--- config.mk ---
export PLATFORM = sky130hd
export DESIGN_NAME = seq_approx_divider
export DESIGN_NICKNAME = d
export VERILOG_FILES = /design/src/rtl/seq_approx_divider.sv
export SDC_FILE = /design/constraint.sdc
export NUM_CORES = 1
export LEC_CHECK = 0
export ABC_AREA = 1
export ABC_CLOCK_PERIOD_IN_PS = 8100
export CAP_MARGIN = 5
export CORE_MARGIN = 2
export CORE_UTILIZATION = 59
export CTS_BUF_LIST = sky130_fd_sc_hd__clkbuf_4 sky130_fd_sc_hd__clkbuf_8 sky130_fd_sc_hd__clkbuf_16
export CTS_CLUSTER_DIAMETER = 120
export DETAILED_ROUTE_END_ITERATION = 16
export PLACE_DENSITY_LB_ADDON = 0.08
export REMOVE_ABC_BUFFERS = 1
export SETUP_SLACK_MARGIN = 0.1
export SLEW_MARGIN = 10
export SYNTH_ARGS = -nofsm -noshare
export SYNTH_HDL_FRONTEND = slang
export SYNTH_SLANG_ARGS = --single-unit
--- constraint.sdc ---
create_clock -name clk -period 8.1 [get_ports clk]
set_clock_uncertainty 0.15 [all_clocks]
set_input_delay 1.62 -clock clk [delete_from_list [all_inputs] [get_ports clk]]
set_output_delay 1.62 -clock clk [all_outputs]
set_load 0.02 [all_outputs]
--- src/rtl/seq_approx_divider.sv ---
// Iterative restoring divider (2W / W) producing one quotient bit per clock,
// with an optional approximate-cell region selected by rows/columns at runtime.
module seq_approx_divider #(
  parameter int W           = 8,
  parameter int APPROX_ROWS = 4,
  parameter int APPROX_COLS = 8
) (
  input  logic           clk,
  input  logic           rst,
  input  logic           in_valid,
  output logic           in_ready,
  input  logic [2*W-1:0] n,
  input  logic [W-1:0]   d,
  input  logic           approx_en,
  output logic           out_valid,
  input  logic           out_ready,
  output logic [W-1:0]   q,
  output logic [W-1:0]   r,
  output logic           dbz,
  output logic           ovf
);

  localparam int IW = (W > 1) ? $clog2(W) : 1;

  typedef enum logic [1:0] {IDLE, RUN, DONE} state_t;

  state_t        state_q;
  logic [W:0]    p_q;
  logic [W-1:0]  d_q;
  logic [W-1:0]  nsh_q;
  logic [W-1:0]  qacc_q;
  logic [W-1:0]  rem_q;
  logic [IW-1:0] i_q;
  logic          apx_q;
  logic          dbz_pend_q;
  logic          ovf_pend_q;
  logic          in_ready_q;
  logic          out_valid_q;
  logic [W-1:0]  q_q;
  logic [W-1:0]  r_q;
  logic          dbz_q;
  logic          ovf_q;

  logic          row_apx;
  logic [W:0]    bw;
  logic [W-1:0]  diff;
  logic          qbit;
  logic [W-1:0]  rem;

  assign row_apx = apx_q && (int'(i_q) < APPROX_ROWS);
  assign bw[0]   = 1'b0;

  // Trial subtraction P[W-1:0] - d as a borrow ripple; low columns may be approximate.
  generate
    for (genvar gi = 0; gi < W; gi++) begin : g_col
      logic ex_diff;
      logic ex_bout;
      assign ex_diff = p_q[gi] ^ d_q[gi] ^ bw[gi];
      assign ex_bout = (~p_q[gi] & d_q[gi]) | (~(p_q[gi] ^ d_q[gi]) & bw[gi]);
      if (gi < APPROX_COLS) begin : g_apx
        assign diff[gi]  = row_apx ? d_q[gi] : ex_diff;
        assign bw[gi+1]  = row_apx ? p_q[gi] : ex_bout;
      end else begin : g_exact
        assign diff[gi]  = ex_diff;
        assign bw[gi+1]  = ex_bout;
      end
    end
  endgenerate

  assign qbit = p_q[W] | ~bw[W];
  assign rem  = qbit ? diff : p_q[W-1:0];

  always_ff @(posedge clk) begin
    if (rst) begin
      state_q     <= IDLE;
      p_q         <= '0;
      d_q         <= '0;
      nsh_q       <= '0;
      qacc_q      <= '0;
      rem_q       <= '0;
      i_q         <= '0;
      apx_q       <= 1'b0;
      dbz_pend_q  <= 1'b0;
      ovf_pend_q  <= 1'b0;
      in_ready_q  <= 1'b1;
      out_valid_q <= 1'b0;
      q_q         <= '0;
      r_q         <= '0;
      dbz_q       <= 1'b0;
      ovf_q       <= 1'b0;
    end else begin
      case (state_q)
        IDLE: begin
          if (in_valid) begin
            d_q        <= d;
            apx_q      <= approx_en;
            p_q        <= n[2*W-1:W-1];
            nsh_q      <= {n[W-2:0], 1'b0};
            i_q        <= IW'(W-1);
            in_ready_q <= 1'b0;
            if (d == '0) begin
              // Zero divisor skips the array; the result is staged for DONE.
              qacc_q     <= '1;
              rem_q      <= n[W-1:0];
              dbz_pend_q <= 1'b1;
              ovf_pend_q <= 1'b0;
              state_q    <= DONE;
            end else begin
              qacc_q     <= '0;
              dbz_pend_q <= 1'b0;
              ovf_pend_q <= (n[2*W-1:W] >= d);
              state_q    <= RUN;
            end
          end
        end
        RUN: begin
          qacc_q <= {qacc_q[W-2:0], qbit};
          if (i_q != '0) begin
            p_q   <= {rem, nsh_q[W-1]};
            nsh_q <= {nsh_q[W-2:0], 1'b0};
            i_q   <= i_q - IW'(1);
          end else begin
            rem_q   <= rem;
            state_q <= DONE;
          end
        end
        DONE: begin
          if (!out_valid_q) begin
            q_q         <= qacc_q;
            r_q         <= rem_q;
            dbz_q       <= dbz_pend_q;
            ovf_q       <= ovf_pend_q;
            out_valid_q <= 1'b1;
          end else if (out_ready) begin
            out_valid_q <= 1'b0;
            in_ready_q  <= 1'b1;
            state_q     <= IDLE;
          end
        end
        default: begin
          state_q    <= IDLE;
          in_ready_q <= 1'b1;
        end
      endcase
    end
  end

  assign in_ready  = in_ready_q;
  assign out_valid = out_valid_q;
  assign q         = q_q;
  assign r         = r_q;
  assign dbz       = dbz_q;
  assign ovf       = ovf_q;

endmodule
### After elaboration in Yosys (flattened, before gate mapping)

Index checks and enable logic that the tools add are counted.

* flip-flop bits (word level): 69
* bits of input ports: 29
* output and inout bits: 20
* word-level logic and storage cells: 142

* add/sub/neg operators: 1
* order comparisons: 2
* eq/ne operators: 8
* mux-type cells: 47
* bitwise logic cells: 56
* reduce and logical (&&, ||, !) cells: 12

Operator list (count)
* two-way mux 8 bit: 8
* one-hot mux 8 bit (2 select lines): 3
* two-way mux 1 bit: 23
* two-way mux 9 bit: 2
* NOT 1 bit: 18
* one-hot mux 9 bit (2 select lines): 1
* AND 1 bit: 15
* XOR 1 bit: 15
* inequality test 2 bit, second input constant: 6
* AND reduction 4 bit: 3
* two-way mux 2 bit: 5
* >= comparator 8 bit: 1
* zero test 8 bit: 1
* bitwise OR 1 bit: 8
* two-way mux 3 bit: 2
* one-hot mux 2 bit (3 select lines): 1
* one-hot mux 3 bit (2 select lines): 1
* AND reduction 2 bit: 3
* less-than comparator 3 bit, second input constant: 1
* one-hot mux 1 bit (3 select lines): 1
* AND reduction 3 bit: 1
* nonzero test 3 bit: 1
* subtractor 3 x 1 -> 3 bit, second input constant: 1
* equality test 2 x 1 -> 1 bit, second input constant: 1
* 4 further kinds: 4

### Longest topological paths before layout

Gate-level depths: netlist of run 1.

* depth in word-level cells: 29
* gate-level depth with buffers: 33
* depth with buffers taken out: 31

### Worst setup path after synthesis of run 1

Ideal clock, no wire load.

* kind: flip-flop to flip-flop
* start point: register i_q[2]
* end point: register rem_q[0]
* arrival: 5.078 ns
* required time: 7.838 ns
* path slack: 2.760 ns
* cell stages (with the launch flop): 33
* path buffers: 2
* cells stage by stage: dfxtp_1 > inv_1 > nand2_1 > buf_2 > clkbuf_1 > o21ai_0 > fa_1 > nand2_1 > o21ai_0 > fa_1 > nand2_1 > o21ai_0 > fa_1 > nand2_1 > o21ai_0 > fa_1 > nand2_1 > o21ai_0 > fa_1 > nand2_1 > o21ai_0 > fa_1 > nand2_1 > o21ai_0 > fa_1 > inv_1 > nand2_1 > nand3_2 > nand2_1 > inv_1 > nor2_1 > nor2_1 > nor2_1

* longest elaborated chain between the ends: 29
* elaborated cells between the ends (all ways): 33

Ends and longest elaborated chain
* from (decl): line 33 `logic [IW-1:0] i_q;`
* from (signal assigned): line 99 `i_q <= IW'(W-1);`
* from (signal assigned): line 121 `i_q <= i_q - IW'(1);`
* less-than comparator 3 bit: line 50 `assign row_apx = apx_q && (int'(i_q) < APPROX_ROWS);`
* logical AND 1 bit: line 50
* two-way mux 1 bit: line 62 `assign bw[gi+1] = row_apx ? p_q[gi] : ex_bout;`
* AND 1 bit: line 59 `assign ex_bout = (~p_q[gi] & d_q[gi]) | (~(p_q[gi] ^ d_q[gi]) & bw[gi]);`
* bitwise OR 1 bit: line 59
* two-way mux 1 bit: line 62
* AND 1 bit: line 59
* bitwise OR 1 bit: line 59
* [... 13 more ...]
* AND 1 bit: line 59
* bitwise OR 1 bit: line 59
* two-way mux 1 bit: line 62
* NOT 1 bit: line 70 `assign qbit = p_q[W] | ~bw[W];`
* bitwise OR 1 bit: line 70
* two-way mux 8 bit: line 71 `assign rem = qbit ? diff : p_q[W-1:0];`
* two-way mux 8 bit: line 118 `if (i_q != '0) begin`
* one-hot mux 8 bit (2 select lines): line 92 `case (state_q)`
* to (signal assigned): line 104 `rem_q <= n[W-1:0];`
* to (signal assigned): line 123 `rem_q <= rem;`
* to (decl): line 32 `logic [W-1:0] rem_q;`

Several ways; a longest one is shown, not always the timed one. The select of a mux whose other input is x is not followed.
A chain may end at the register's enable or synchronous reset.

### Worst setup path after layout of run 1

* start point: register i_q[2]
* end point: register p_q[4]

* longest elaborated chain between the ends: 29
* elaborated cells between the ends (all ways): 34

Ends and longest elaborated chain
* less-than comparator 3 bit: line 50
* logical AND 1 bit: line 50
* two-way mux 1 bit: line 62
* AND 1 bit: line 59
* bitwise OR 1 bit: line 59
* two-way mux 1 bit: line 62
* AND 1 bit: line 59
* bitwise OR 1 bit: line 59
* [... 13 more ...]
* AND 1 bit: line 59
* bitwise OR 1 bit: line 59
* two-way mux 1 bit: line 62
* NOT 1 bit: line 70
* bitwise OR 1 bit: line 70
* two-way mux 8 bit: line 71
* two-way mux 9 bit: line 118
* one-hot mux 9 bit (2 select lines): line 92
* to (signal assigned): line 97 `p_q <= n[2*W-1:W-1];`
* to (signal assigned): line 119 `p_q <= {rem, nsh_q[W-1]};`
* to (decl): line 28 `logic [W:0] p_q;`

Several ways; a longest one is shown, not always the timed one. The select of a mux whose other input is x is not followed.

==> results of run 1 <==
[layer usage]
layer  vias up  part of all wire, %  track usage (%)
met5         -                    0                0
met4         0                  1.8             9.33
met3        18                  6.1             4.51
met2       114                   46             46.3
met1      1591                   46             38.7
li1       1731                    -                -
[worst reg2reg max path, delay by kind of cell, from the launching register on]
family / cells / cell delay, ps
AO/OA/AOI/OAI: 8 / 940
adder cells (fa/ha/maj): 7 / 2790
buffers and inverters: 2 / 330
flip-flops: 1 / 320
AND/OR/NAND/NOR: 12 / 1680
[layout make-up]
cell class              count  area [um^2]  share of cell area (%)
flip-flops and latches     68         1360                    32.0
multi-input cells         352         1830                    43.1
clock inverters             7         98.8                    2.32
clock buffers               9          124                    2.91
inverters                  66          248                    5.82
repair buffers             50          495                    11.6
well taps                  75         93.8                    2.21
[cell usage in the layout, fill, tap and decap left out, types with 3 or more instances in the layout]
cell type / Yosys / final
ha_1: 11 / 11
nor2_1: 41 / 41
inv_2: 5 / 5
dfxtp_1: 68 / 68
nand2_4: 3 / 3
a31oi_1: 15 / 15
fa_1: 7 / 7
nand2_1: 126 / 126
a21oi_1: 48 / 48
clkdlybuf4s50_1: 0 / 48
o21ai_0: 33 / 33
inv_1: 59 / 59
nand4_1: 8 / 8
nand3_1: 45 / 45
clkbuf_8: 0 / 9
[worst min path at each step]
stage,from,to,slack [ps]
6_report,q[1],q[1],310
5_1_grt,r[5],r[5],330
4_1_cts,r[5],r[5],320
3_5_place_dp,q[1],q[1],300
3_3_place_gp,r[7],r[7],300
2_1_floorplan,nsh_q[1],nsh_q[1],280
[report_power, final]
| group | internal, W | switching (W) |
|---|---|---|
| Clock | 0.000176 | 0.000145 |
| Combinational | 0.000107 | 0.000209 |
| Sequential | 0.000366 | 0.0000249 |
| Total | 0.000649 | 0.000379 |
[per-stage QoR]
stage	instance area (um^2)	hold slack [ps]	power, W	util, %
global placement	4030	299	0.000698	68.5
finish	4260	312	0.00103	72.3
global route	4260	333	0.00109	72.3
CTS	4260	315	0.00102	72.3
floorplan	3440	285	0.000612	-
detailed placement	4030	304	0.000706	68.5
[sequential cells by signal, indices dropped and copies added (netlist names)]
name,flops
p_q,9
d_q,8
q,8
qacc_q,8
r,8
rem_q,8
nsh_q,7
i_q,3
state_q,2
apx_q,1
dbz,1
dbz_pend_q,1
in_ready,1
out_valid,1
ovf,1
ovf_pend_q,1
[logic make-up after synthesis]
family | count (synthesis)
simple gates | 231
flops | 68
fa+ha+maj | 18
buf+inv | 88
compound gates | 103
==> results list, run 1 <==
* Critical path depth: 29
* Result of the run: completed
- Of all cell types, the one taking the most synthesized area is dfxtp_1.
- Counting along the longest clock path gives a buffer depth of 2.
* Setup bufs post-CTS: 0
- In this run the horizontal extent of the chip is 81.7 um.
- The floorplan step set the die height to 81.7 um.
* Synthesis warning total: 0
- Num CTS Buffers: 9
- Count of unique library cells instantiated by Yosys: 28
* Post-Route WL: 8930 um
- Clock-pin slew was measured on the worst setup and hold paths at 80 ps.
- Path type of the worst setup path: reg -> reg
- CTS sink count: 68
- For the final routed database, the setup TNS stands at 0 ps.
- Total count of max-transition violations in the final report: 0
- Final setup violating endpoints: 0
- Resized Gates After CTS: 0
- The number of global-route vias before repair came to 3,154.
- Share of the synthesized netlist area taken by xor and xnor gates: 0%
- TritonCTS built the clock tree.
* Layout overhead on the synthesized area: 19.5%
- In this run the static leakage power is 1.84 nW.
* Unrepaired setup endpoints after global routing: no
- After synthesis, the most frequently instantiated cells are 126 x nand2_1, 68 x dfxtp_1, 59 x inv_1.
- Cell Count Post-Placement: 611
* Fmax: 158 MHz
* Final count of hold timing violations: 0
* Synthesized-area fraction occupied by ao, oa, aoi and oai cells: 15.5%
- At the end of routability-driven placement, the weighted congestion stood at 0.941.
* Most repeated cell in the gate-level netlist after synthesis: nand2_1
- Standard cell core area: 5890 um^2
- Detail-routed net length per standard cell: 14.2 um
- Share of cells above drive strength 1: 6.52%
* Pwr dens: about 240 nW/um^2
* Proportion of register bits with asynchronous set or reset after synthesis: 0%
* Area share of and/or/nand/nor cells after synthesis: 28.2%
- Worst setup path startpoint: i_q[2]
- The clock reaches the later pin of the worst-skew pair after 350 ps.
- The net count of the finished layout is 594.
* Filler Cell Count: 480
- Terminus of the critical flop-to-flop path: p_q[4]
- The first routing iteration left 348 violations.
- CP dominant cell by count: nand2_1
* Final routed DRC violation total: 0
* Starting Density: 60.5%
- Sequential cells were found to cover 38.2% of the synthesized design area.
- Among cell families on the critical path, the largest total delay comes from adder cells.
* Worst R2R Start: i_q[2]
- Across the run, the number of max-cap violations was 0.
* Worst-case headroom to the max-slew limit: between 30% and 40%
* Class of the most critical hold timing path: reg -> reg
- Number of cell instances on the worst register-to-register path: 29
* Number of input and output port buffers inserted: 48
* Number of top-level design ports: 49
- The critical path ends at p_q[4].
- The worst path needs 6310 ps of the cycle, external delays included.
* Post-synthesis cell count: 508
* Max H-tree Level: 3
- Total vias in the final route: 3,454
* Vias/cell: between 5 and 6
- For this run, the leading register cell type out of synthesis is dfxtp_1.
- The first detailed-routing pass ran for 5 iterations.
- Along the worst path, the maximum fanout reaches 24.
- The die covers 6670 um^2.
- After floorplanning, the core was divided into 28 placement rows.
- Count of flip-flops with a built-in enable after synthesis: 0
* Slew at the pin closest to its max-slew limit: 914 ps
- Inserted Diodes: 0
* Post-DP HPWL: approximately 6300 um
* CP startpoint kind: register
- Together, buffers and inverters on the worst path number 2.
- Syn_area_per_cell: 7.01 um^2
- Post-detailed-route count of antenna-violating nets: 0
- After synthesis, the largest family of logic cells by area is simple AND/OR/NAND/NOR gates.
* Number of storage elements in the synthesis netlist: 68
- The finished layout holds 627 standard cells, fillers aside.
- Share of the synthesized area in the top cell type: 38.2%
- The worst register-to-register path has a setup slack of 1790 ps.
- CP peak stage delay: 460 ps
- Post-Place Worst Slack: 1860 ps
* Maximum number of pins on one net before global-route repair: 38
- Setup slack after layout: between 1500 and 2000 ps
- Share of synthesized cell area in full adder, half adder and majority cells: 7.80%
* Number of antenna violations at the first check in global routing: 0
- By area the synthesized netlist is led by dfxtp_1 38%, nand2_1 13%, a21oi_1 6.7%.
* Wire length of the first global-routing pass: 14,600 um
* Fin crit share: 77.9%
* Count of cells along the worst hold path: 2
* Clock root cell: clkbuf_8
- The mapped netlist covers 3560 um^2.
- Slowest-stage cell, CP: nand2_1
- IR analysis of the VDD net gives a maximum drop of 223 uV.
- Hold repair after CTS inserted 0 buffers.
- Global routing used 28.4% of the available tracks.
- Fraction of synthesized area in multiplexers: 0%
- For the worst setup path, the data required time is about 8200 ps.
* Crit path capture type: register
* Arrival time reported for the critical path endpoint: 6390 ps
- GRT Residual Overflow: 0
Power figures use the tool's default switching activity.
==> run 2: changes to the inputs <==
- ABC_CLOCK_PERIOD_IN_PS: 8100 -> 5400
- CORE_UTILIZATION: 59 -> 50
- clock period: 8.1 -> 5.4 ns (I/O delays scaled with it)
==> run 2 against run 1 <==
Cell count increased by 4.5%. Sequential share of layout area down 0.56 points. Global-route usage down 4.0 points. Register-to-register slack worse by 1400 ps. Critical path depth increased by 2. Final area rose by 1.9%.
==> results list, run 2 (same netlist as run 1, synthesis figures left out) <==
* Maximum number of pins on one net before global-route repair: 38 (unchanged)
- Number of input and output port buffers inserted: 48 (unchanged)
- Max H-tree Level: 3 (unchanged)
- The required time reported for the critical path endpoint came to 5490 ps (-2690 ps).
- Flip-flop count of the largest register, all copies and words added: 9 (unchanged)
* Crit path capture type: register
- Total Negative Setup Slacks: 0 ps (unchanged)
* Most frequent cells in the layout: 122 x nand2_1, 67 x dfxtp_1, 58 x inv_1
- Height of the chip: 88.4 um (+8.2%)
- In this run the worst hold path is classified as reg -> reg.
* CTS sink count: 68 (unchanged)
* Number of antenna violations at the first check in global routing: 0 (unchanged)
- Number of top-level design ports: 49 (unchanged)
* Final count of hold timing violations: 0 (unchanged)
- The highest achievable clock rate came to 201 MHz (+27%).
- The post-detailed-placement half-perimeter wirelength was 6180 um (-2.3%).
* VDD IR max: 200 uV (-10%)
- Slowest-stage cell, CP: fa_2
- Maximum count of clock buffers along a single path: 2 (unchanged)
* Unrepaired setup endpoints after global routing: no
- The slew at the pin closest to its max-slew limit was 943 ps (+28.3 ps).
* Most common library cell in the layout ignoring fill and taps: nand2_1
- Cell row count: 30 (+7.1%)
* Number of nets in the layout: 601 (+1.2%)
- The count of filler cells inserted in the layout was 656 (+37%).
- The arrival time at the worst endpoint came to 5080 ps (-1310 ps).
- The number of antenna repair diodes was 0 (unchanged).
* Switching Fraction: 39.2% (+2.3 points)
- The share of power burned in combinational logic was 34.7% (+3.9 points).
* Path type of the worst setup path: reg -> reg
- Num CTS Buffers: 9 (unchanged)
- Number of global-route vias before repair: 3,135 (-0.60%)
* Standard cell core area: 6830 um^2 (+16%)
- The final number of max-transition violations came to 0 (unchanged).
- The tree is rooted in a clkbuf_8.
- The die footprint was 7820 um^2 (+17%).
- The via-per-instance ratio was 5.24 (-4.9%).
- Share of total power in sequential cells: 39.3% (+1.3 points)
- CP startpoint kind: register
* GRT Residual Overflow: 0 (unchanged)
- The total power was 0.00148 W (+44%).
* Share of cells above drive strength 1: 9.84% (+3.3 points)
- Result of the run: completed
* Post-detailed-route count of antenna-violating nets: 0 (unchanged)
- GRT Total Usage: 24.4% (-4.0 points)
- Wire length of the first global-routing pass: 14,800 um (+1.4%)
- The total length of routed met3 wires came to 307 um (-44%).
* Length of the first detailed-routing pass in iterations: 4 (-1)
* 1st-iter DRT viols: 196 (-44%)
* Static power due to leakage: 1.85 nW (+0.27%)
- The power per cell area is 341 nW/um^2 (+41%).
- GP Congestion: 0.837 (-11%)
- The headroom to the max-slew limit is 36.8% (-1.9 points).
- Maximum net fanout on the critical path: 5 (-79%)
- Min Tclk post-route: 4980 ps (-1330 ps)
* Starting Density: 52.1% (-8.4 points)
- The routed wire length is 8890 um (-0.43%).
* Sw power: 0.000579 W (+53%)
- Fin crit share: 92.3% (+14 points)
- Skew-Pair Late Insertion Delay: 350 ps (about the same)
* CP peak stage delay: 410 ps (-50 ps)
- Final setup violating endpoints: 0 (unchanged)
- The met1 wire length is 4370 um (+5.8%).
* Highest metal layer with signal wires: met4
* Total vias in the final route: 3,430 (-0.69%)
- The number of maximum-capacitance violations is 0 (unchanged).
* Die Span X: 88.4 um (+8.2%)
* Detail-routed net length per standard cell: 13.6 um (-4.7%)
- Clk network pwr share: 26.0% (-5.2 points)
- The number of DRC violations after detailed routing came to 0 (unchanged).
* Layout overhead on the synthesized area: 21.7%
* CP dominant cell by count: nand2_1
- The internal power was 0.000900 W (+39%).
* Routed wire length on met2: 4070 um (-0.51%)
* Clock-pin slew on the worst setup and hold paths: 80 ps (about the same)
- The register with the most flip-flops in the final layout is p_q.
- Clock tree from TritonCTS: yes
- Fin Hold WS: 313 ps (+1.78 ps)
## run 2: cell types whose count changed in the layout (fill, tap and decap cells not counted), moves of 2 or more
cell,before,now
bufinv_16,2,0
fa_1,7,2
o21ai_1,2,8
buf_4,2,7
nand2_2,2,6
o21ai_0,33,27
nand2_1,126,122
fa_2,0,5
nand3_4,0,2
## run 2: repair_timing
action                                  CTS  global route
hold buffers                              0             0
pin swaps                                 0             4
gates cloned                              1             1
resized for setup                         4            17
setup buffers                             0             1
endpoints found under the setup margin   17            17
hold endpoints to repair                  0             0
## run 2: layout make-up
type                    count  area (um^2)  share of cell area (%)
multi-input cells         354         1900                    43.8
inverters                  66          248                    5.71
flip-flops and latches     68         1360                    31.4
clock buffers               9          124                    2.86
clock inverters             7         51.3                    1.18
well taps                  96          120                    2.77
repair buffers             55          533                    12.3
## run 2: per-stage QoR
step	setup slack [ps]	instances	util [%]	area, um^2
after global placement	187	636	59.9	4090
after detailed placement	11.2	636	59.9	4090
final	417	655	63.5	4340
after global routing	107	655	63.5	4340
after floorplan	-177	486	-	3440
after CTS	113	653	62.9	4300
## run 2: worst paths after layout
check | startpoint | depth (start not counted) | endpoint | slack [ps]
max | p_q[0] | 31 | rem_q[1] | 420
min | q[3] | 2 | q[3] | 310
max reg2reg | p_q[0] | 31 | rem_q[1] | 420
min reg2reg | q[3] | 2 | q[3] | 310
## run 2: power groups by stage
| stage | registers (W) | clock network (W) | logic [W] |
|---|---|---|---|
| 2_1_floorplan | 0.000589 | 0 | 0.000329 |
| 3_3_place_gp | 0.000590 | 0 | 0.000454 |
| 3_5_place_dp | 0.000591 | 0 | 0.000465 |
| 4_1_cts | 0.000580 | 0.000392 | 0.000484 |
| 5_1_grt | 0.000588 | 0.000411 | 0.000589 |
| 6_report | 0.000581 | 0.000385 | 0.000513 |
## run 2: worst max-delay path: cells and delay by family, from the launching register on
family | cells | cell delay [ps]
AND/OR/NAND/NOR | 13 | 920
AO/OA/AOI/OAI | 7 | 580
buffers and inverters | 3 | 210
adder cells (fa/ha/maj) | 8 | 2670
flip-flops | 1 | 330
## run 2: layer usage
layer  vias up  track usage [%]
met1      1603             34.9
met4         0             7.58
li1       1745                -
met5         -                0
met3        14             3.82
met2        68             38.1
==> run 3: changes to the inputs <==
- ABC_AREA: 1 -> not set
- CORE_UTILIZATION: 50 -> 49
==> run 3 against run 2 <==
Via count is 12% lower. Global-route usage is 0.67 points lower. Critical path depth is 3 lower. Total power is 3.3% lower. Largest power group unchanged.
==> results list, run 3 <==
- The starting density of the core is 51.0% (-1.1 points).
* Flip-flop count of the largest register, all copies and words added: 9 (unchanged)
* Slowest-stage cell, CP: fa_2
* Post-DP HPWL: 5460 um (-12%)
- The y dimension of the die is 85.6 um (-3.2%).
- The detailed-router iteration count before antenna repair is 4 (unchanged).
- Number of global-route vias before repair: 2,818 (-10%)
- Wire length of the first global-routing pass: 13,500 um (-9.0%)
- Final setup violating endpoints: 0 (unchanged)
* Num CTS Buffers: 9 (unchanged)
* Post-Route WL: 8250 um (-7.2%)
- Setup repair after global routing left no endpoint under its margin.
* Fin crit share: 94.1% (+1.8 points)
* Standard cell core area: 6390 um^2 (-6.5%)
* Static power due to leakage: 1.55 nW (-16%)
- The net load switching power came to 0.000443 W (-24%).
- VDD IR max: 225 uV (+12%)
* Number of maximum-capacitance constraint violations: 0 (unchanged)
- Total Die Area: 7320 um^2 (-6.3%)
- Relative to the synthesized area, the layout overhead comes to 26.0%.
* Die Span X: 85.6 um (-3.2%)
- The maximum clock insertion buffer count is 2 (unchanged).
* Post-Syn Area: 3260 um^2 (-8.5%)
* CP dominant cell by count: fa_2
* Most area-hungry cell type in the Yosys netlist: dfxtp_1
- Total count of max-transition violations in the final report: 0 (unchanged)
* Number of antenna violations at the first check in global routing: 0 (unchanged)
* Count of flip-flops with a built-in enable after synthesis: 0 (unchanged)
- The number of H-tree levels is 3 (unchanged).
- Area taken by flip-flops and latches: 1360 um^2 (unchanged)
- The total power came to 0.00143 W (-3.3%).
- The top cell types in the final layout, fill and taps aside, are 80 x nand2_1, 67 x dfxtp_1, 47 x clkdlybuf4s50_1.
* Share of total power in sequential cells: 40.1% (+0.8 points)
- The most critical setup path has its startpoint at p_q[0].
- The number of DRC violations after detailed routing came to 0 (unchanged).
* Min Tclk post-route: 5080 ps (+98.9 ps)
- Fin Hold WS: 302 ps (-10.9 ps)
- Area used by multi-input combinational logic: 1780 um^2 (-6.4%)
- 1st-iter DRT viols: 176 (-10%)
- The biggest fanout along the worst timing path came to 8 (+3).
- The worst hold path begins at q[3].
* Share of the synthesized area in the top cell type: 41.8% (+3.6 points)
* Count of unique library cells instantiated by Yosys: 36 (+29%)
- The sequential area share after synthesis is 41.8% (+3.6 points).
* Clock root cell: clkbuf_8
* Ranking of synthesized cells by area: dfxtp_1 42%, nand2_1 9.4%, a21oi_1 5.5%
* Proportion of register bits with asynchronous set or reset after synthesis: 0% (unchanged)
- The final number of hold-violating endpoints is 0 (unchanged).
* Most used DFF post-synth: dfxtp_1
- The net switching fraction of the power was 30.9% (-8.2 points).
- The worst setup path is of the reg -> reg kind.
- Synthesis warning total: 0 (unchanged)
- The clock network fraction of design power was 32.7% (+6.7 points).
- Number of input and output port buffers inserted: 48 (unchanged)
- Detail-routed net length per standard cell: 15.8 um (+16%)
- Number of top-level design ports: 49 (unchanged)
- The share of final-layout standard cells stronger than drive strength 1 is 11.2% (+1.4 points).
* Required arrival time at the worst endpoint: 5480 ps (about the same)
* Fmax: 197 MHz (-1.9%)
- Slew at the pin closest to its max-slew limit: 592 ps (-351 ps)
- CP startpoint kind: register
- Leaving out fill and tap cells, the most frequent cell in the layout is nand2_1.
- Syn_area_per_cell: 8.23 um^2 (+17%)
* Filler Cell Count: 566 (-14%)
- Internal Dissipation: 0.000988 W (+9.8%)
* Vias/cell: 5.75 (+9.9%)
- The number of nets in the layout came to 488 (-19%).
- The remaining global-route overflow is 0 (unchanged).
- Inserted Diodes: 0 (unchanged)
* Number of storage elements in the synthesis netlist: 68 (unchanged)
- The clock network latency to the later pin of the worst-skew pair is 340 ps (about the same).
* Post-synthesis cell count: 396 (-22%)
- Arrival time reported for the critical path endpoint: 5160 ps (+80 ps)
* Most repeated cell in the gate-level netlist after synthesis: nand2_1
- Total vias in the final route: 3,003 (-12%)
- The global-route usage over all layers was 23.7% (-0.67 points).
- The clock-pin slew on the worst setup and hold paths was 70 ps (about the same).
* Cell row count: 29 (-3.3%)
- The pin count of the biggest net entering global routing came to 54 (+42%).
- The number of nets with antenna violations after routing is 0 (unchanged).
- Class of the most critical hold timing path: reg -> reg
* GP Congestion: 0.842 (+0.62%)
- Crit path capture type: register
- Leading post-synthesis cells by instance count: 82 x nand2_1, 68 x dfxtp_1, 36 x a21oi_1
- The number of sinks handled by clock tree synthesis was 68 (unchanged).
- Worst R2R Start: p_q[0]
- Pwr dens: 348 nW/um^2 (+2.1%)
- p_q holds more flip-flops than any other register.
- CP peak stage delay: 420 ps (about the same)
- The share of power burned in combinational logic is 27.1% (-7.6 points).
- The flow ran to the end, and the final reports show no timing, DRC or antenna violations.
* CTS hold repair buffers: 0 (unchanged)
* Worst-case headroom to the max-slew limit: 60.5% (+24 points)
* Clock tree from TritonCTS: yes
==> run 3: layout make-up <==
| cell class | count | area share [%] |
|---|---|---|
| sequential | 68 | 33.2 |
| clock inverter | 4 | 1.80 |
| inverter | 21 | 1.92 |
| multi-input combinational | 281 | 43.2 |
| tap | 77 | 2.35 |
| timing repair buffer | 60 | 14.0 |
| clock buffer | 11 | 3.54 |
==> run 3: power groups by stage <==
stage	clock network (W)	registers [W]	logic [W]
3_3_place_gp	0	0.000582	0.000322
6_report	0.000468	0.000574	0.000388
3_5_place_dp	0	0.000584	0.000331
4_1_cts	0.000474	0.000573	0.000351
2_1_floorplan	0	0.000578	0.000212
5_1_grt	0.000497	0.000579	0.000432
==> run 3: repair_timing <==
action	in CTS	in global routing
buffers inserted	1	0
pin swaps	4	3
endpoints found under the setup margin	14	17
resized for setup	10	22
gates cloned	1	0
==> run 3: final timing paths <==
path | endpoint | slack (ps) | cells after the start
setup / recovery | rem_q[1] | 320 | 28
hold / removal | q[3] | 300 | 2
setup reg to reg | rem_q[1] | 320 | 28
hold reg to reg | q[3] | 300 | 2
==> run 3: worst max-delay path: cells and delay by family, from the launching register on <==
kind | cells | cell delay [ps]
multiplexers | 1 | 80
AND/OR/NAND/NOR | 8 | 530
buffers and inverters | 2 | 230
adder cells (fa/ha/maj) | 8 | 2610
flip-flops | 1 | 330
AO/OA/AOI/OAI | 9 | 1040
==> run 3: per-stage QoR <==
step,setup WS [ps],util (%),std cells,TNS (ps),area (um^2)
floorplan,-545,-,370,-7760,3150
global placement,96.6,59.4,505,0,3790
detailed placement,-53.8,59.4,505,-198,3790
CTS,122,63.3,522,0,4040
global route,87.2,64.3,522,0,4110
finish,318,64.3,522,0,4110
==> run 3: metal layers <==
layer,up-vias,part of all wire (%),global-route usage [%]
met5,-,0,0
met4,0,2.2,11.4
met3,16,3.9,4.14
met2,79,49,40.6
met1,1440,45,29.0
li1,1468,-,-
==> run 3: cell families after synthesis <==
| family | share of synthesized area [%] |
|---|---|
| adders and majority gates | 8.52 |
| and+or+nand+nor | 19.4 |
| AOI/OAI and AO/OA | 24.1 |
| DFF | 41.8 |
| buffers and inverters | 5.91 |
| muxes | 0.307 |
